<file path="src/rtl/cmos_frame_seq.sv">
// Frame/line timing sequencer for the CMOS test-pattern generator.
// Optional abort port pair is enabled by defining CMOS_FRAME_SEQ_ABORT_EN.
//
// state    | meaning
// ---------+-------------------------------------------------
// IDLE     | waiting for start, config not yet latched
// VBLANK   | pre-frame blanking, counts vblank ticks
// ACTIVE   | line active, one pixel per pix_tick
// HBLANK   | inter-line blanking inside a frame
// DONE     | one-cycle completion pulse, then back to IDLE
module cmos_frame_seq #(
    parameter int PIX_W   = 12,
    parameter int LINE_W  = 12,
    parameter int BLANK_W = 10,
    parameter int FRM_W   = 16
) (
    input  logic               sys_clk,
    input  logic               sys_rst,
    input  logic               pix_tick,
    input  logic               start,
    input  logic               stop,
`ifdef CMOS_FRAME_SEQ_ABORT_EN
    input  logic               abort,
    output logic               abort_ack,
`endif
    input  logic [PIX_W-1:0]   cfg_pix,
    input  logic [LINE_W-1:0]  cfg_lines,
    input  logic [BLANK_W-1:0] cfg_hblank,
    input  logic [BLANK_W-1:0] cfg_vblank,
    input  logic [FRM_W-1:0]   cfg_frames,
    output logic               frame_valid,
    output logic               line_valid,
    output logic               pix_en,
    output logic [PIX_W-1:0]   pix_x,
    output logic [LINE_W-1:0]  line_y,
    output logic [FRM_W-1:0]   frame_num,
    output logic               busy,
    output logic               done
);

    localparam logic [2:0] S_IDLE   = 3'd0;
    localparam logic [2:0] S_VBLANK = 3'd1;
    localparam logic [2:0] S_ACTIVE = 3'd2;
    localparam logic [2:0] S_HBLANK = 3'd3;
    localparam logic [2:0] S_DONE   = 3'd4;

    logic [2:0]         state;
    logic [PIX_W-1:0]   pix_r;
    logic [PIX_W-1:0]   x;
    logic [LINE_W-1:0]  lines_r;
    logic [BLANK_W-1:0] hblank_r;
    logic [BLANK_W-1:0] vblank_r;
    logic [BLANK_W-1:0] blank_cnt;
    logic [FRM_W-1:0]   frames_r;
    logic               stop_pend;
    logic               abort_hit;
    logic               last_pix;
    logic               last_line;
    logic [FRM_W-1:0]   frame_next;
    logic               finish;

`ifdef CMOS_FRAME_SEQ_ABORT_EN
    assign abort_hit = abort && (state != S_IDLE);
`else
    assign abort_hit = 1'b0;
`endif

    assign last_pix   = (x == pix_r - PIX_W'(1));
    assign last_line  = (line_y == lines_r - LINE_W'(1));
    assign frame_next = frame_num + FRM_W'(1);
    // A stop arriving on the very last pixel tick still ends the run at this frame.
    assign finish     = ((frames_r != '0) && (frame_next == frames_r)) || stop_pend || stop;

    always_ff @(posedge sys_clk) begin
        if (sys_rst) begin
            state       <= S_IDLE;
            pix_r       <= '0;
            x           <= '0;
            lines_r     <= '0;
            hblank_r    <= '0;
            vblank_r    <= '0;
            blank_cnt   <= '0;
            frames_r    <= '0;
            stop_pend   <= 1'b0;
            frame_valid <= 1'b0;
            line_valid  <= 1'b0;
            pix_en      <= 1'b0;
            pix_x       <= '0;
            line_y      <= '0;
            frame_num   <= '0;
            busy        <= 1'b0;
            done        <= 1'b0;
`ifdef CMOS_FRAME_SEQ_ABORT_EN
            abort_ack   <= 1'b0;
`endif
        end else begin
            pix_en <= 1'b0;
            done   <= 1'b0;
`ifdef CMOS_FRAME_SEQ_ABORT_EN
            abort_ack <= 1'b0;
`endif
            if (abort_hit) begin
                state       <= S_IDLE;
                frame_valid <= 1'b0;
                line_valid  <= 1'b0;
                busy        <= 1'b0;
                stop_pend   <= 1'b0;
`ifdef CMOS_FRAME_SEQ_ABORT_EN
                abort_ack   <= 1'b1;
`endif
            end else begin
                case (state)
                    S_IDLE: begin
                        stop_pend <= 1'b0;
                        if (start) begin
                            pix_r     <= (cfg_pix == '0)    ? PIX_W'(1)   : cfg_pix;
                            lines_r   <= (cfg_lines == '0)  ? LINE_W'(1)  : cfg_lines;
                            hblank_r  <= (cfg_hblank == '0) ? BLANK_W'(1) : cfg_hblank;
                            vblank_r  <= (cfg_vblank == '0) ? BLANK_W'(1) : cfg_vblank;
                            frames_r  <= cfg_frames;
                            blank_cnt <= '0;
                            frame_num <= '0;
                            busy      <= 1'b1;
                            state     <= S_VBLANK;
                        end
                    end
                    S_VBLANK: begin
                        if (stop) begin
                            done  <= 1'b1;
                            state <= S_DONE;
                        end else if (pix_tick) begin
                            if (blank_cnt == vblank_r - BLANK_W'(1)) begin
                                frame_valid <= 1'b1;
                                line_valid  <= 1'b1;
                                x           <= '0;
                                line_y      <= '0;
                                state       <= S_ACTIVE;
                            end else begin
                                blank_cnt <= blank_cnt + BLANK_W'(1);
                            end
                        end
                    end
                    S_ACTIVE: begin
                        if (stop) stop_pend <= 1'b1;
                        if (pix_tick) begin
                            pix_en <= 1'b1;
                            pix_x  <= x;
                            x      <= x + PIX_W'(1);
                            if (last_pix) begin
                                blank_cnt  <= '0;
                                line_valid <= 1'b0;
                                if (!last_line) begin
                                    state <= S_HBLANK;
                                end else begin
                                    frame_valid <= 1'b0;
                                    frame_num   <= frame_next;
                                    done        <= finish;
                                    state       <= finish ? S_DONE : S_VBLANK;
                                end
                            end
                        end
                    end
                    S_HBLANK: begin
                        if (stop) stop_pend <= 1'b1;
                        if (pix_tick) begin
                            if (blank_cnt == hblank_r - BLANK_W'(1)) begin
                                line_valid <= 1'b1;
                                x          <= '0;
                                line_y     <= line_y + LINE_W'(1);
                                state      <= S_ACTIVE;
                            end else begin
                                blank_cnt <= blank_cnt + BLANK_W'(1);
                            end
                        end
                    end
                    S_DONE: begin
                        busy  <= 1'b0;
                        state <= S_IDLE;
                    end
                    default: state <= S_IDLE;
                endcase
            end
        end
    end

endmodule

</file>
<file path="config.mk">
export PLATFORM = sky130hd
export DESIGN_NAME = cmos_frame_seq
export DESIGN_NICKNAME = d
export VERILOG_FILES = /design/src/rtl/cmos_frame_seq.sv
export SDC_FILE = /design/constraint.sdc
export NUM_CORES = 1
export LEC_CHECK = 0
export BUFFER_PORTS_ARGS = -buffer_cell sky130_fd_sc_hd__buf_2
export CAP_MARGIN = 20
export CORE_MARGIN = 10
export CORE_UTILIZATION = 45
export DETAILED_ROUTE_END_ITERATION = 8
export GPL_ROUTABILITY_DRIVEN = 0
export GPL_TIMING_DRIVEN = 0
export SLEW_MARGIN = 0
export SYNTH_ARGS = -nofsm -noshare
export SYNTH_HDL_FRONTEND = slang
export SYNTH_SLANG_ARGS = --single-unit
</file>
<file path="constraint.sdc">
create_clock -name sys_clk -period 7.9 [get_ports sys_clk]
set_input_delay 1.58 -clock sys_clk [delete_from_list [all_inputs] [get_ports sys_clk]]
set_output_delay 1.58 -clock sys_clk [all_outputs]
set_load 0.02 [all_outputs]
</file>
==> results of run 1 <==
## report_power, final
part	leakage, nW	total [mW]	switching [mW]	internal [mW]
Combinational	2.26	0.543	0.327	0.216
Sequential	1.07	0.764	0.0575	0.707
Clock	0.285	0.826	0.325	0.501
Total	3.61	2.13	0.710	1.42
## cells by family after synthesis
group / synth area share (%)
flip-flops: 33.04
adder cells (fa/ha/maj): 1.261
XOR/XNOR: 8.354
buffers and inverters: 4.823
multiplexers: 2.932
AND/OR/NAND/NOR: 30.61
AO/OA/AOI/OAI: 18.98
## area by class of cell
cell class	instances	area, µm²	share of cell area, %
Buffer	62	285.3	3.047
Clock buffer	18	429.2	4.583
Clock inverter	14	180.2	1.924
Inverter	26	97.59	1.042
Multi-Input combinational cell	791	4932	52.67
Sequential cell	131	2623	28.01
Tap cell	225	281.5	3.006
Timing Repair Buffer	107	535.5	5.719
## worst max path at each step
stage,startpoint,to,slack [ns],cells after the start
floorplan,pix_tick,blank_cnt[6]$_SDFFE_PP0P_,4.62,9
global placement,pix_tick,line_valid$_SDFFE_PP0P_,3.99,10
detailed placement,pix_tick,blank_cnt[3]$_SDFFE_PP0P_,3.98,9
CTS,pix_tick,blank_cnt[1]$_SDFFE_PP0P_,4.39,9
global route,hblank_r[0]$_SDFFE_PP0P_,line_valid$_SDFFE_PP0P_,4.11,11
finish,pix_tick,line_valid$_SDFFE_PP0P_,4.38,10
## cell usage after synthesis (3+ instances only)
cell,number,area [µm²]
sky130_fd_sc_hd__nor4_1,20,125.1
sky130_fd_sc_hd__a21o_1,5,37.54
sky130_fd_sc_hd__and3_1,11,68.82
sky130_fd_sc_hd__nand3b_1,3,22.52
sky130_fd_sc_hd__and3b_1,3,26.28
sky130_fd_sc_hd__mux2i_1,21,210.2
sky130_fd_sc_hd__buf_1,7,26.28
sky130_fd_sc_hd__o21ai_1,3,15.01
sky130_fd_sc_hd__a211o_1,3,26.28
sky130_fd_sc_hd__nor3_1,32,160.2
sky130_fd_sc_hd__or2b_1,4,30.03
sky130_fd_sc_hd__a221oi_1,6,52.55
sky130_fd_sc_hd__o211ai_1,16,120.1
sky130_fd_sc_hd__or4_1,8,60.06
sky130_fd_sc_hd__buf_6,5,56.30
sky130_fd_sc_hd__nor2_1,41,153.9
sky130_fd_sc_hd__buf_2,5,25.02
sky130_fd_sc_hd__a211oi_1,7,52.55
sky130_fd_sc_hd__ha_1,8,100.1
sky130_fd_sc_hd__nand4_1,22,137.6
sky130_fd_sc_hd__or2_2,6,37.54
sky130_fd_sc_hd__o21ai_2,3,26.28
sky130_fd_sc_hd__inv_1,26,97.59
sky130_fd_sc_hd__xor2_1,29,254.0
sky130_fd_sc_hd__nor3b_1,6,45.04
sky130_fd_sc_hd__o21a_1,6,45.04
sky130_fd_sc_hd__nor4_2,5,62.56
sky130_fd_sc_hd__nand3_1,25,125.1
sky130_fd_sc_hd__a31oi_1,9,56.30
sky130_fd_sc_hd__a21oi_1,85,425.4
sky130_fd_sc_hd__o31ai_1,14,105.1
sky130_fd_sc_hd__nand2_1,203,762.0
sky130_fd_sc_hd__xnor2_1,44,385.4
sky130_fd_sc_hd__nand2b_1,20,125.1
sky130_fd_sc_hd__and2_1,6,37.54
sky130_fd_sc_hd__o21ai_0,23,115.1
sky130_fd_sc_hd__nor2b_1,10,62.56
sky130_fd_sc_hd__dfxtp_1,131,2623
sky130_fd_sc_hd__or3_1,15,93.84
sky130_fd_sc_hd__o2111ai_1,6,52.55
sky130_fd_sc_hd__and4_1,8,70.07
sky130_fd_sc_hd__clkbuf_1,42,157.7
sky130_fd_sc_hd__o32ai_1,3,26.28
## critical path: cells and delay by family
family | cells | cell delay, ns
buf+inv | 4 | 0.94
compound gates | 4 | 0.80
simple gates | 2 | 0.47
## layer usage
layer | up-vias | wire [µm]
met2 | 148 | 10580
met3 | 24 | 970
li1 | 3873 | -
met1 | 3513 | 11390
met5 | - | 0
met4 | 0 | 382
## flip-flops by register name (all words and copies together) (netlist names), 3 cells and up
name       cells
blank_cnt     10
frame_num     16
frames_r      16
hblank_r      10
line_y        12
lines_r       12
pix_r         12
pix_x         12
state          3
vblank_r      10
x             12
==> results, run 1 <==
- The aggregate routed wire length is between 20000 and 25000 µm.
- Averaged over all synthesized cells, the footprint is between 7 and 8 µm².
- The signal on the critical path passes through clkbuf_1, inv_1, clkbuf_1, o21ai_0, nand2_1, a21oi_1, o21ai_2, buf_2, nor4_1, o32ai_1.
- The peak supply drop is 196.4 µV.
- Clock latency on the worst-skew pair, taken at its later pin, is ~0.42 ns.
- The worst clock skew on the final layout is slightly above 0.009 ns.
- The worst path setup slack after routing is 4.382 ns.
- The synthesized netlist cell count is ~1000.
- The routed layout has roughly 7600 vias.
- The element type at the critical path end is a register.
- Cells fill a little over half of the core in the end.
- The via count of the first global-routing pass came to ~7300.
- The design draws about 2.1 mW.
- The initial utilization of the core area, before any placement, comes to a little under half.
- After filler insertion, the fill cell instance count of the layout stands at 1758.
- In this run the power density over the cells is around 230 nW/µm².
- The post-route netlist has between 15 and 20% of its cells at a drive strength greater than 1.
- Measured against its own limit, the worst slew margin works out to 43.37%.
- The longest clock path from root to sink contains 2 buffers.
- The leakage component of the power is about 3.6 nW.
- The residual overflow from global routing is 0.
- The global-route track usage on met2 is 30.84%.
- The number of port buffers is 107.
- The cell with the largest stage delay on the worst path is sky130_fd_sc_hd__nor4_1.
- For flop-to-flop paths, the worst setup slack is about 4.4 ns.
- The count of nets left with antenna violations once routing finished came out at 0.
- Once placement completed, the tool counted placed cells totaling around 1300.
- The commonest non-fill, non-tap cell in the layout is sky130_fd_sc_hd__nand2_1.
- The netlist area before placement is 7938 µm².
- The shortest clock period the worst path allows after layout is around 3.5 ns.
- The sum of negative setup slack is 0 ns.
- After clock tree synthesis, the flow added hold-fix buffers numbering 0.
- The met3 usage in global routing is 4.602%.
- The count of unresolved DRC violations after routing is 0.
- The count of maximum capacitance violations is 0.
- The number of setup buffers added after CTS is 0.
- STA classifies the critical path startpoint as an input pin.
- The number of antenna violations at the first check in global routing is 0.
- Compared with the post-synthesis result, the final layout area differs by 17.97%.
- Data on the critical path arrives at its endpoint at between 3 and 4 ns.
- The final count of pins violating max slew is 0.
- The launch instance of the worst min-delay path is pix_x[6]$_SDFFE_PP0P_.
- Measured along the x axis, the die boundary spans 152.8 µm.
- The portion of the clock cycle consumed by the worst path in the final layout is between 40% and 50%.
- The synthesized net count is between 1000 and 1500.
- The pin count of the biggest net entering global routing is 17.
- Setup violations remaining at the end of the flow were counted as 0.
- In this design, the stage delay of the slowest critical-path cell is 0.40 ns.
- The flow ran to the end, and the final reports show no timing, DRC or antenna violations.
- The data required time at the worst endpoint is approximately 8 ns.
- The core area is approximately 17000 µm².
- For this run, the top clock speed supported by timing is about 0.28 GHz.
- In this run the clock root is driven by a sky130_fd_sc_hd__clkbuf_16.
- The first global-routing pass estimated 38070 µm of wire.
- The number of inserted diodes is 0.
- The fraction of registers with async set or reset after synthesis is 0%.
- The total of cells resized after clock tree synthesis is 0.
- In this design, the critical path's most frequently occurring cell is sky130_fd_sc_hd__clkbuf_1.
- After synthesis the netlist holds a flip-flop and latch count of approximately 130.
- The number of standard cells in the final layout excluding fillers is roughly 1400.
- After detailed placement, the total cell area comes to 8755 µm².
- The number of clock sinks seen by CTS is around 130.
- The number of cells on the worst reg-to-reg path is 11.
- The cell area after layout is between 9000 and 10000 µm².
- The capture endpoint of the worst hold path is pix_x[6]$_SDFFE_PP0P_.
- After detailed routing, the number of vias per cell comes to between 5 and 6.
- For the pin with the worst max-slew slack, the measured transition is ~0.84 ns.
- TritonCTS built the clock tree.
- In this run, distinct cell masters in the synthesized netlist total 86.
- The min-delay analysis places its worst path in the category register to register.
- The worst hold slack is about 0.45 ns.
- The startpoint of the most critical register-to-register path is hblank_r[0]$_SDFFE_PP0P_.
- Clock-pin slew was measured on the worst setup and hold paths at around 0.06 ns.
- The detailed placer's ending HPWL is approximately 17000 µm.
- In the layout the commonest cells are 203 x sky130_fd_sc_hd__nand2_1, 131 x sky130_fd_sc_hd__dfxtp_1, 112 x sky130_fd_sc_hd__buf_2, 85 x sky130_fd_sc_hd__a21oi_1, 44 x sky130_fd_sc_hd__xnor2_1.
- The number of violations reported at the end of detailed-routing iteration 0 is 320.
- In this run the count of I/O pins placed on the die edge is 110.
- Summing the sequential cell areas from Yosys gives about a third of the chip area.
- The number of flops mapped to enable cells by yosys is 0.
- The die span in y is ~150 µm.
- The number of optimization iterations in the first detailed-route pass is 4.
- Setup repair after global routing left no endpoint under its margin.
- The number of buffers inserted during clock tree synthesis is 17.
- For this run, the number of Yosys warnings is 0.
- Timing analysis after detailed placement gives a worst setup slack of roughly 4.0 ns.
- The floorplan has between 40 and 50 rows.
- The leading register cell type out of synthesis is sky130_fd_sc_hd__dfxtp_1.
- The layer flagged by global routing as most heavily used is met2.
- The worst register-to-register path ends at line_valid$_SDFFE_PP0P_.
- The die covers between 20000 and 25000 µm².
- Of all nets on the critical path, the largest fanout is 10.
- CTS built an H-tree with a depth of 4.
- The worst hold path was traced through 2 stages.
- For met1 alone, demand over resource in global routing was 25.65%.
- The category of the most critical setup path is input pin to register.
- At the end of the flow, the number of nets in the layout was roughly 1200.
- The number of endpoints with negative hold slack in the final report is 0.
- The routed length per instance is between 15 and 20 µm.
- The global routing usage summed across all routing layers is between 10% and 20%.
Note: power is estimated with default switching activity, not from simulation.
==> inputs of run 2 (changes only) <==
--- a/config.mk
+++ b/config.mk
@@ -12,6 +12,7 @@
 export DETAILED_ROUTE_END_ITERATION = 8
 export GPL_ROUTABILITY_DRIVEN = 0
 export GPL_TIMING_DRIVEN = 0
+export PLACE_DENSITY = 0.67
 export SLEW_MARGIN = 0
 export SYNTH_ARGS = -nofsm -noshare
 export SYNTH_HDL_FRONTEND = slang
==> constraint.sdc (replaced) <==
create_clock -name sys_clk -period 2.9 [get_ports sys_clk]
set_input_delay 0.58 -clock sys_clk [delete_from_list [all_inputs] [get_ports sys_clk]]
set_output_delay 0.58 -clock sys_clk [all_outputs]
set_load 0.02 [all_outputs]
==> results, run 2 (synthesis results as in run 1) <==
- The average vias per placed instance is around 5.7.
- The largest registers in the layout are frame_num (16), frames_r (16).
- At the worst endpoint, the arrival time is 3.35 ns.
- Once detail routing completed, the nets flagged for antenna violations numbered 0.
- After detailed routing, the average wire length per cell comes to 17.27 µm.
- The worst path setup slack after routing is -0.08069 ns.
- The worst hold slack is 0.3886 ns.
- In this run the critical register-to-register path is launched from vblank_r[0]$_SDFFE_PP0P_.
- IR analysis of the VDD net gives a maximum drop of around 440 µV.
- The deepest level of the CTS H-tree is 4.
- Summing all placed instances gives a cell area of 8755 µm².
- The via count of the first global-routing pass is between 7000 and 8000.
- For this run, the detailed router's first-pass iteration total came to 6.
- The number of inserted diodes is 0.
- Walking the worst path, the cells encountered are or4_4, buf_4, or3_4, a41oi_2, o21ai_4, a31oi_4, a21bo_1, buf_6, or4_1, nand2_1.
- Setup repair after global routing could not meet its margin everywhere.
- The run finished, with violations left.
- Counting instances, the worst hold path has a depth of 3.
- The number of antenna violations at the first check in global routing is 0.
- The number of buffers between clock root and the deepest sink is 2.
- The die span in y is 152.8 µm.
- Across every metal layer, demand over resource in global routing totals 19.51%.
- The final-report setup violation count is 9.
- Entering global routing, the biggest net connects 17 pins.
- The filler cell count is approximately 1500.
- The top-level port count is between 100 and 150.
- The shortest clock period the worst path allows after layout is 2.981 ns.
- STA classifies the critical path startpoint as a register.
- The clock root buffer is sky130_fd_sc_hd__clkbuf_16.
- The checks that failed: negative setup slack.
- The worst hold path belongs to the class input pin to register.
- Across all register-to-register paths, the minimum setup slack is -0.08 ns.
- The largest single stage delay on the critical path is approximately 0.56 ns.
- The core area is between 15000 and 20000 µm².
- TritonCTS created 17 clock buffers.
- The capture endpoint of the worst hold path is frames_r[14]$_SDFFE_PP0P_.
- The portion of the clock cycle consumed by the worst path in the final layout is 102.8%.
- The final layout contains 1255 nets.
- The proportion of layout cells with a drive suffix above 1 is 26.19%.
- The clock latency of the later-clocked register in the worst-skew pair is 0.43 ns.
- The initial utilization of the core area, before any placement, comes to a little under half.
- Measured in cells, the most critical reg-to-reg path has a length of 10.
- The finished cells cover between 10000 and 15000 µm².
- The capture instance of the worst register-to-register path is x[3]$_SDFFE_PP0P_.
- The final count of pins violating max slew is 0.
- CTS saw ~130 sinks.
- The biggest fanout along the worst timing path is 9.
- The first global-routing pass estimated between 30000 and 40000 µm of wire.
- The worst setup path is captured at a register.
- The top achievable clock speed is about 0.34 GHz.
- The cell with the largest stage delay on the worst path is sky130_fd_sc_hd__or4_4.
- Measured along the x axis, the die boundary spans around 150 µm.
- The floorplan step defined a die boundary enclosing 23350 µm².
- The critical path in this run is classified as register to register.
- The total vias in the final route is a little over 8000.
- The share of the core filled with cells is approximately three fifths.
- The number of cell rows is 48.
- The detailed placer's ending HPWL is around 17000 µm.
- In this run the power density over the cells is around 600 nW/µm².
- The launch instance of the worst min-delay path is cfg_frames[14].
- The aggregate routed wire length is about 25000 µm.
- The relative slew slack is 49.50%.
- The number of port buffers is between 100 and 150.
- The area growth from synthesis to layout is 30.49%.
- Leaving out fill and tap cells, the most frequent cell in the layout is sky130_fd_sc_hd__nand2_1.
- TritonCTS built the clock tree.
- The leakage component of the power is 4.059 nW.
- In this run, post-CTS hold repair placed 0 buffers.
- The data required time at the worst endpoint is ~3.3 ns.
- Global routing finished with a remaining overflow of 0.
- The worst clock skew on the final layout is a little over 0.007 ns.
- Clock-pin slew was measured on the worst setup and hold paths at about 0.060 ns.
- The count of unresolved DRC violations after routing is 0.
- The count of maximum capacitance violations is 0.
- The number of endpoints with negative hold slack in the final report was 0.
- The pin slew with the least headroom to its limit is ~0.76 ns.
- The number of violations reported at the end of detailed-routing iteration 0 is ~510.
- Leaving out fill and tap cells, the most frequent cells in the layout are 197 x sky130_fd_sc_hd__nand2_1, 122 x sky130_fd_sc_hd__dfxtp_1, 110 x sky130_fd_sc_hd__buf_2, 83 x sky130_fd_sc_hd__a21oi_1, 44 x sky130_fd_sc_hd__xnor2_1.
-- run 2: cell count changes in the layout (fill, tap and decap cells not counted), moves of 6 or more --
cell / previous run / this run
sky130_fd_sc_hd__nor4_1: 20 / 14
sky130_fd_sc_hd__buf_6: 5 / 17
sky130_fd_sc_hd__buf_4: 2 / 36
sky130_fd_sc_hd__dfxtp_1: 131 / 122
sky130_fd_sc_hd__dfxtp_4: 0 / 6
sky130_fd_sc_hd__o21ai_0: 23 / 16
sky130_fd_sc_hd__nand2_2: 1 / 7
sky130_fd_sc_hd__nor4_4: 2 / 10
sky130_fd_sc_hd__nand2_1: 203 / 197
-- run 2: routing by layer --
metal | global-route usage, % | part of all wire [%] | up-vias
met3 | 4.209 | 6.0 | 40
li1 | - | - | 3967
met4 | 5.995 | 1.8 | 0
met1 | 25.70 | 45 | 3794
met2 | 31.15 | 47 | 267
met5 | 0 | 0 | -
-- run 2: worst max-delay path by stage --
stage	start	end	slack [ns]	cells past startpoint
detailed placement	hblank_r[0]$_SDFFE_PP0P_	line_valid$_SDFFE_PP0P_	-0.50	11
floorplan	vblank_r[0]$_SDFFE_PP0P_	x[6]$_SDFFE_PP0P_	0.03	10
CTS	vblank_r[0]$_SDFFE_PP0P_	x[2]$_SDFFE_PP0P_	-0.03	9
finish	vblank_r[0]$_SDFFE_PP0P_	x[3]$_SDFFE_PP0P_	-0.08	10
global placement	hblank_r[0]$_SDFFE_PP0P_	line_valid$_SDFFE_PP0P_	-0.45	11
global route	hblank_r[1]$_SDFFE_PP0P_	line_y[8]$_SDFFE_PP0P_	-0.24	11
-- run 2: worst max-delay path: cells and delay by family, from the launching register on --
family / cells / cell delay, ns
AND/OR/NAND/NOR: 4 / 1.44
AO/OA/AOI/OAI: 4 / 0.80
flip-flops: 1 / 0.36
buffers and inverters: 2 / 0.30
-- run 2: cell type report --
class / instances / area, µm² / area share, %
Buffer: 57 / 277.8 / 2.682
Clock buffer: 22 / 454.2 / 4.385
Clock inverter: 10 / 156.4 / 1.510
Inverter: 26 / 100.1 / 0.9664
Multi-Input combinational cell: 793 / 5466 / 52.78
Sequential cell: 131 / 2649 / 25.57
Tap cell: 225 / 281.5 / 2.718
Timing Repair Buffer: 156 / 972.2 / 9.386
-- run 2: repair_timing --
action	4_1_cts	5_1_grt
setup endpoints to repair	55	53
cloned	2	5
buffers inserted	19	25
gates resized for setup	57	81
pin swaps	25	39
-- run 2: report_power, final --
group | total, mW | switching, mW | internal (mW)
registers | 2.11 | 0.175 | 1.93
logic | 1.82 | 1.04 | 0.786
clock network | 2.26 | 0.807 | 1.45
-- run 2: per-stage QoR --
stage / setup slack (ns) / cells / total power, mW / setup TNS (ns)
6_report: -0.08069 / 1420 / 6.191 / -0.4471
5_1_grt: -0.2404 / 1420 / 6.499 / -4.544
4_1_cts: -0.02836 / 1393 / 5.987 / -0.06069
3_5_place_dp: -0.5005 / 1342 / 3.575 / -11.82
3_3_place_gp: -0.4523 / 1342 / 3.550 / -10.22
2_1_floorplan: 0.03291 / 1010 / 3.203 / 0
